File: src/rtl/tanh_share_ctrl.sv
// Round-robin time-sharing controller for a single tanh_lut among NREQ requesters.
// Holds the LUT phase across the lookup and queues tagged results in a small FIFO.
module tanh_share_ctrl #(
  parameter int unsigned NREQ    = 4,
  parameter int unsigned N       = 32,
  parameter int unsigned LUT_LAT = 1,
  parameter int unsigned DEPTH   = 4,
  parameter int unsigned IW      = 2
) (
  input  logic                clk,
  input  logic                rst,
  input  logic [NREQ-1:0]     req_valid,
  input  logic [NREQ*N-1:0]   req_data,
  output logic [NREQ-1:0]     req_ready,
  output logic [N-1:0]        lut_phase,
  input  logic [N-1:0]        lut_tanh,
  output logic                rsp_valid,
  input  logic                rsp_ready,
  output logic [N-1:0]        rsp_data,
  output logic [IW-1:0]       rsp_id,
  output logic                busy
);

  localparam int unsigned WW = (LUT_LAT > 1) ? $clog2(LUT_LAT) : 1;
  localparam int unsigned AW = (DEPTH > 1) ? $clog2(DEPTH) : 1;
  localparam int unsigned CW = AW + 1;
  localparam int unsigned EW = IW + N;

  typedef enum logic [1:0] {
    IDLE = 2'd0,
    WAIT = 2'd1,
    CAPT = 2'd2
  } state_t;

  state_t          state, state_nxt;
  logic [WW-1:0]   wcnt, wcnt_nxt;
  logic [N-1:0]    phase_reg, phase_nxt;
  logic [IW-1:0]   tag, tag_nxt;
  logic [IW-1:0]   rr_ptr, rr_nxt;
  logic [IW-1:0]   idx_w, win_idx;
  logic [N-1:0]    win_phase;
  logic            win_found, inflight, space_ok, grant;
  logic            push, pop;
  logic [CW-1:0]   count, count_nxt;
  logic [AW-1:0]   wr_ptr, rd_ptr, rd_ptr_nxt;
  logic [EW-1:0]   head_nxt;
  logic [EW-1:0]   mem [DEPTH];
  logic [N-1:0]    req_phase [NREQ];

  for (genvar g = 0; g < NREQ; g++) begin : g_unpack
    assign req_phase[g] = req_data[g*N +: N];
  end

  // Round-robin search starting at rr_ptr
  always_comb begin
    win_found = 1'b0;
    win_idx   = '0;
    idx_w     = '0;
    for (int unsigned k = 0; k < NREQ; k++) begin
      idx_w = IW'((32'(rr_ptr) + k) % NREQ);
      if (!win_found && req_valid[idx_w]) begin
        win_found = 1'b1;
        win_idx   = idx_w;
      end
    end
  end

  // Credit: the in-flight lookup reserves a slot; a same-cycle pop does not free one
  assign inflight  = (state != IDLE);
  assign space_ok  = (32'(count) + 32'(inflight)) < DEPTH;
  assign grant     = win_found && space_ok && ((state == IDLE) || (state == CAPT));
  assign req_ready = grant ? (NREQ'(1) << win_idx) : '0;
  assign win_phase = req_phase[win_idx];
  assign lut_phase = phase_reg;

  always_comb begin
    state_nxt = state;
    wcnt_nxt  = wcnt;
    phase_nxt = phase_reg;
    tag_nxt   = tag;
    rr_nxt    = rr_ptr;
    push      = 1'b0;
    case (state)
      IDLE: begin
        if (grant) begin
          phase_nxt = win_phase;
          tag_nxt   = win_idx;
          wcnt_nxt  = '0;
          rr_nxt    = (win_idx == IW'(NREQ-1)) ? '0 : win_idx + 1'b1;
          state_nxt = WAIT;
        end
      end
      WAIT: begin
        wcnt_nxt = wcnt + 1'b1;
        if (wcnt == WW'(LUT_LAT-1)) state_nxt = CAPT;
      end
      CAPT: begin
        push = 1'b1;
        if (grant) begin
          phase_nxt = win_phase;
          tag_nxt   = win_idx;
          wcnt_nxt  = '0;
          rr_nxt    = (win_idx == IW'(NREQ-1)) ? '0 : win_idx + 1'b1;
          state_nxt = WAIT;
        end else begin
          state_nxt = IDLE;
        end
      end
      default: state_nxt = IDLE;
    endcase
  end

  // FIFO bookkeeping; the head register is preloaded with whatever will be at rd_ptr next
  assign pop        = rsp_valid & rsp_ready;
  assign count_nxt  = count + CW'(push) - CW'(pop);
  assign rd_ptr_nxt = rd_ptr + AW'(pop);
  assign head_nxt   = (push && (count == CW'(pop))) ? {tag, lut_tanh} : mem[rd_ptr_nxt];

  always_ff @(posedge clk) begin
    if (rst) begin
      state     <= IDLE;
      wcnt      <= '0;
      phase_reg <= '0;
      tag       <= '0;
      rr_ptr    <= '0;
      count     <= '0;
      wr_ptr    <= '0;
      rd_ptr    <= '0;
      rsp_valid <= 1'b0;
      rsp_data  <= '0;
      rsp_id    <= '0;
      busy      <= 1'b0;
    end else begin
      state     <= state_nxt;
      wcnt      <= wcnt_nxt;
      phase_reg <= phase_nxt;
      tag       <= tag_nxt;
      rr_ptr    <= rr_nxt;
      count     <= count_nxt;
      wr_ptr    <= wr_ptr + AW'(push);
      rd_ptr    <= rd_ptr_nxt;
      rsp_valid <= (count_nxt != '0);
      {rsp_id, rsp_data} <= head_nxt;
      busy      <= (state_nxt != IDLE) || (count_nxt != '0);
    end
  end

  always_ff @(posedge clk) begin
    if (!rst && push) mem[wr_ptr] <= {tag, lut_tanh};
  end

endmodule

File: config.mk
export PLATFORM = sky130hd
export DESIGN_NAME = tanh_share_ctrl
export DESIGN_NICKNAME = d
export VERILOG_FILES = /design/src/rtl/tanh_share_ctrl.sv
export SDC_FILE = /design/constraint.sdc
export NUM_CORES = 1
export LEC_CHECK = 0
export BUFFER_PORTS_ARGS = -buffer_cell sky130_fd_sc_hd__buf_2
export CAP_MARGIN = 40
export CORE_AREA = 2 2 140 142
export CTS_CLUSTER_SIZE = 40
export DETAILED_ROUTE_END_ITERATION = 6
export DIE_AREA = 0 0 142 144
export PLACE_DENSITY = 0.75
export REMOVE_ABC_BUFFERS = 1
export SLEW_MARGIN = 20
export SYNTH_ARGS = -nofsm -noshare
export SYNTH_HDL_FRONTEND = slang
export SYNTH_SLANG_ARGS = --single-unit
File: constraint.sdc
create_clock -name clk -period 5.85 [get_ports clk]
set_clock_uncertainty 0.05 [all_clocks]
set_input_delay 1.17 -clock clk [delete_from_list [all_inputs] [get_ports clk]]
set_output_delay 1.17 -clock clk [all_outputs]
set_load 0.01 [all_outputs]
After elaboration in Yosys (flattened, before gate mapping)
Memory sizes are Yosys's and may differ from the RTL's.
Cells that the tools add are included.
{ "word_totals": {"ff_bits": 82, "ramBits": 136, "in_bits": 167, "out_inout_bits": 72, "word_cells": 89, "n_memories": 1} }
{ "mem_list": {"columns": ["memory", "depth", "word_bits", "rd", "rd_ports_with_merged_regs", "write_ports", "line", "text"], "rows": [
  ["mem", 4, 34, 1, 0, 1, "47", "logic [EW-1:0] mem [DEPTH];"]
]} }
{ "op_classes": {"add_sub_neg": 10, "order_cmp": 6, "n_eq_ne": 5, "shift": 1, "muxes": 31, "bitwise_logic": 2, "reduce_logical": 21} }
{ "ops": {"columns": ["operator", "n"], "rows": [
  ["$bmux W32 S2", 1],
  ["$mux W32", 2],
  ["$mux W34", 1],
  ["$mux W2", 7],
  ["$mux W1", 13],
  ["$lt A2 B3 Y1 const B", 4],
  ["$bmux W1 S2", 4],
  ["$logic_and A1 B1 Y1", 7],
  ["$pmux W2 S3", 1],
  ["$reduce_bool A2 Y1", 3],
  ["$add A2 B1 Y2", 2],
  ["$add A2 B1 Y2 const B", 2],
  ["$add A2 B2 Y2 const B", 2],
  ["$add A3 B1 Y4", 1],
  ["$eq A2 B2 Y1 const B", 2],
  ["$logic_not A1 Y1", 4],
  ["$lt A4 B3 Y1 const B", 1],
  ["$mux W4", 1],
  ["$reduce_and A2 Y1", 2],
  ["$shl A1 B2 Y4 const A", 1],
  ["$add A3 B1 Y3", 1],
  ["$eq A3 B1 Y1", 1],
  ["$ge A3 B3 Y1 const B", 1],
  ["$not A2 Y3", 1],
  ["other kinds (10)", 11]
]} }

Longest topological paths before layout
{ "logic_depth": {"ltp_word": 18, "ltp_mapped": 9, "mapped_depth_nobuf": 9} }

Worst setup path after synthesis
Ideal clock, no wire load.
{ "synth_timing": {"kind": "input port to flip-flop", "from": "input port rst", "to": "memory mem[2][0] in the netlist's numbering (enable)", "setup_time_ps": 522, "arrival_ps": 5166, "required_time_ps": 5278, "slack_ps": 112, "stages": 3, "n_path_buf": 2, "path_cell_list": "clkbuf_1 > buf_1 > nor4b_1"} }
{ "synth_between": {"elab_chain_cells": 4} }
{ "synth_rtl": {"columns": ["item", "line", "text"], "rows": [
  ["start, declared", "11", "input logic rst,"],
  ["$logic_not A1 Y1", "149", "if (!rst && push) mem[wr_ptr] <= {tag, lut_tanh};"],
  ["$logic_and A1 B1 Y1", "149", null],
  ["$mux W1", "149", null],
  ["$mux W1 (not written as such)", "149", null],
  ["end, declared", "47", null]
]} }
No other way between the ends.

Final worst setup path
{ "layout_timing": {"from": "input port req_valid[1]", "to": "output port req_ready[3]"} }
{ "layout_between": {"elab_chain_cells": 15, "word_cells_on_any_way": 26, "classes_between": "shift (1); mux (17); reduce/logical (8)"} }
{ "layout_rtl": {"columns": ["item", "line", "text"], "rows": [
  ["start, declared", "12", "input logic [NREQ-1:0] req_valid,"],
  ["$bmux W1 S2", "61", "if (!win_found && req_valid[idx_w]) begin"],
  ["$mux W1 (not written as such)", "61", null],
  ["$mux W1", "61", null],
  ["$logic_not A1 Y1", "61", null],
  ["$logic_and A1 B1 Y1", "61", null],
  ["$mux W1", "61", null],
  ["$logic_not A1 Y1", "61", null],
  ["$logic_and A1 B1 Y1", "61", null],
  ["$mux W1", "61", null],
  ["$logic_not A1 Y1", "61", null],
  ["$logic_and A1 B1 Y1", "61", null],
  ["$mux W1", "61", null],
  ["$logic_and A1 B1 Y1 (2 in series)", "71", "assign grant = win_found && space_ok && ((state == IDLE) || (state == CAPT));"],
  ["$mux W4 *", "72", "assign req_ready = grant ? (NREQ'(1) << win_idx) : '0;"],
  ["end, declared", "14", "output logic [NREQ-1:0] req_ready,"]
]} }
Mark *: on every way between the ends. The rest lies on a longest branch, timed or not. The select of a mux whose other input is x is not followed.

==> flow_summary.json <==
{
  "regToRegSetupSlack_ns": 3.45,
  "yosysSeqAreaShare_pct": 65.3,
  "dp_hpwl_um": 14500,
  "report.final.hold_viol_count": 0,
  "grt_max_degree": 56,
  "clk_path_buf_depth": 3,
  "setup_viol": 0,
  "ant_nets": 0,
  "wl_per_cell_um": 19.3,
  "vias": 5903,
  "ys_seq_elements": 218,
  "drt_pass1_iterations": 5,
  "die_h_um": 144,
  "min_from": "lut_phase[10]$_SDFFE_PP0P_",
  "die-area_um2": 20400,
  "row_count": 51,
  "setup_tns_ns": 0,
  "grt_pass1_vias": 5788,
  "clk_pin_slew_worst_paths_ns": 0.06,
  "crit_path_frequent_cell": "buf_2",
  "wl_um": 21200,
  "worstPathMaxFanout": 14,
  "layout-drive-gt1-share_pct": 39.8,
  "status": "completed",
  "cts_hold_buf": 0,
  "clkLatencyLatePin_ns": 0.50,
  "critPathLaunchType": "primary input",
  "area_growth_syn_to_layout_pct": 25.9,
  "grt_usage_pct": 20.6,
  "critPathTopFamily": "buffers and inverters",
  "timing.rr.end": "lut_phase[14]$_SDFFE_PP0P_",
  "powerDensity_nw_per_um2": 435,
  "netlist_area_um2": 8770,
  "rsz0062_at_grt": "false",
  "overflow": 0,
  "hold_depth": 2,
  "slew_viol_final": 0,
  "relSlewSlack_pct": 56.1,
  "peakVddDrop_v": 0.000384,
  "yosysUniqueCellTypes": 45,
  "layout.cells.non_filler": 1102,
  "dp_cells": 1056,
  "r2r-start": "rr_ptr[0]$_SDFFE_PP0P_",
  "end_kind": "output port",
  "finalPower_mw": 4.80,
  "max_stage_delay_ns": 0.31,
  "hold-worst-slack_ns": 0.413,
  "crit_chain": "buf_2 -> nand2b_2 -> a21oi_1 -> a211o_1 -> clkinv_2 -> ha_1 -> and3_1 -> buf_2",
  "place_ws_ns": 2.02,
  "layout_setup_ws_ns": 2.02,
  "io_pins": 239,
  "cts_tree": "built",
  "yosys_warnings": 0,
  "synth_edf_count": 136,
  "grt_antenna_before_repair": 4,
  "cp.arrival_ns": 2.61,
  "min_period_ns": 3.83,
  "cts_resized": 0,
  "hold_end": "lut_phase[10]$_SDFFE_PP0P_",
  "required_ns": 4.63,
  "path_class": "primary input to output port",
  "drt_iter0_markers": 337,
  "fin_crit_sh_pct": 65.5,
  "initial_core_util_pct": 46.0,
  "postSynthAreaPerCell_um2": 14.5,
  "final_nets": 1021,
  "cts-htree-levels": 1,
  "post-route-drc-count": 0,
  "leakagePower_nw": 4.47,
  "reg2regPathDepth": 8,
  "cts_buffers": 23,
  "ys_async_sr_fraction_pct": 0,
  "hold_class": "register to register",
  "io_buffers": 238,
  "worst_slew_pin_slew_ns": 0.659,
  "synth_ff_type": "edfxtp_1",
  "clock_sinks": 218,
  "die-width_um": 142,
  "max_freq_mhz": 261,
  "core_um2": 19100,
  "grt_first_pass_wirelength_um": 32100,
  "gp_congestion": 0.790,
  "viasPerCell": 5.36,
  "cts-root-buf": "clkbuf_16",
  "crit_slowest_cell": "ha_1",
  "cts_setup_buffers": 0,
  "crit_buf_inv": 3,
  "drv_cap": 0,
  "synth_cells": 603
}
==> final cells by class <==
type                    count  area [um2]
clock inverters            14         130
flip-flops and latches    218        5730
clock buffers              28         604
well taps                 238         298
multi-input cells         338        2870
inverters                   9        35.0
fillers                  1526        8040
repair buffers            254        1370
diodes                      3        7.51
==> cells in the final DEF (no fill, tap or decap), drive strengths merged <==
| cell type | n |
|---|---|
| or4 | 1 |
| ha | 9 |
| or2 | 1 |
| o22ai | 2 |
| xor2 | 1 |
| or3 | 3 |
| mux2i | 66 |
| o221ai | 32 |
| a211o | 1 |
| nand2b | 4 |
| nor2b | 4 |
| o32ai | 1 |
| nor2 | 13 |
| xnor2 | 2 |
| nand3b | 1 |
| clkinv | 11 |
| bufinv | 2 |
| a21oi | 40 |
| dfxtp | 82 |
| nor3 | 1 |
| fa | 1 |
| inv | 10 |
| a31oi | 2 |
| buf | 254 |
| and2b | 1 |
| diode | 3 |
| nand3 | 1 |
| and3 | 5 |
| clkbuf | 28 |
| nor4b | 2 |
| edfxtp | 136 |
| o211a | 1 |
| a21boi | 1 |
| and2 | 1 |
| nand2 | 105 |
| nor4 | 2 |
| mux4 | 34 |
==> state kept, by name, indices dropped and copies added, names as in the netlist <==
register,count
state,2
tag,2
wcnt,1
rsp_valid,1
wr_ptr,2
rr_ptr,2
count,3
rd_ptr,2
rsp_data,32
rsp_id,2
mem,136
lut_phase,32
busy,1
==> Yosys cell counts (2+ instances only) <==
cell type  count  share of area, %
a21oi_1       39               2.2
xnor2_1        2              0.20
mux4_2        34               8.7
nand2_1      104               4.5
ha_1           9               1.3
nor4b_1        2              0.20
buf_6          4              0.51
o221ai_2       4              0.69
dfxtp_1       82                19
or3_1          3              0.21
inv_1          7              0.30
and3_1         5              0.36
inv_2          2             0.086
mux2i_1       66               7.5
buf_2         16              0.91
o221ai_1      28               2.8
nor2_1        13              0.56
nand2b_1       3              0.21
clkbuf_1      16              0.69
edfxtp_1     136                47
nor2b_1        4              0.29
==> metrics by stage <==
stage	utilization, %	cell area (um2)
6_report	57.9	11000
5_1_grt	57.9	11000
4_1_cts	57.7	11000
3_5_place_dp	53.8	10300
3_3_place_gp	53.5	10200
2_1_floorplan	-	8570
==> power by group <==
part	total, mW	leakage (nW)	internal (mW)	switching (mW)
Sequential	1.97	1.91	1.86	0.115
Combinational	1.42	2.20	0.676	0.748
Clock	1.40	0.363	0.827	0.571
Total	4.80	4.47	3.36	1.43
==> worst min-delay path: stages, from the launching register on <==
cell      delay (ns)
dfxtp_1         0.32
nand2_1         0.06
o221ai_2        0.05
==> layer usage <==
metal	wire, um	track usage (%)	part of all wire (%)
met3	1610	4.64	7.6
met4	472	6.16	2.2
met5	0	0	0
met1	8150	25.1	38
met2	11000	36.8	52
==> worst max path at each step <==
stage          slack [ns]          from  cells after the start             endpoint
2_1_floorplan        0.56           rst                      1  mem[2][0]$_DFFE_PP_
3_3_place_gp         2.05  req_valid[1]                      8         req_ready[3]
3_5_place_dp         2.02  req_valid[1]                      8         req_ready[3]
4_1_cts              2.00  req_valid[1]                      8         req_ready[3]
5_1_grt              1.93  req_valid[1]                      8         req_ready[3]
6_report             2.02  req_valid[1]                      8         req_ready[3]
==> kinds of logic (layout without fill, tap and decap cells) <==
group                      after synthesis  in the layout  share of synthesized area (%)
other                                    0              3                              0
buffers and inverters                   47            305                           2.63
AOI/OAI and AO/OA                       80             80                           6.81
and+or+nand+nor                        145            145                           7.18
xor gates and xnor gates                 3              3                          0.300
adders and majority gates               10             10                           1.51
muxes                                  100            100                           16.3
DFF                                    218            218                           65.3
Note: power is estimated with default switching activity, not from simulation.
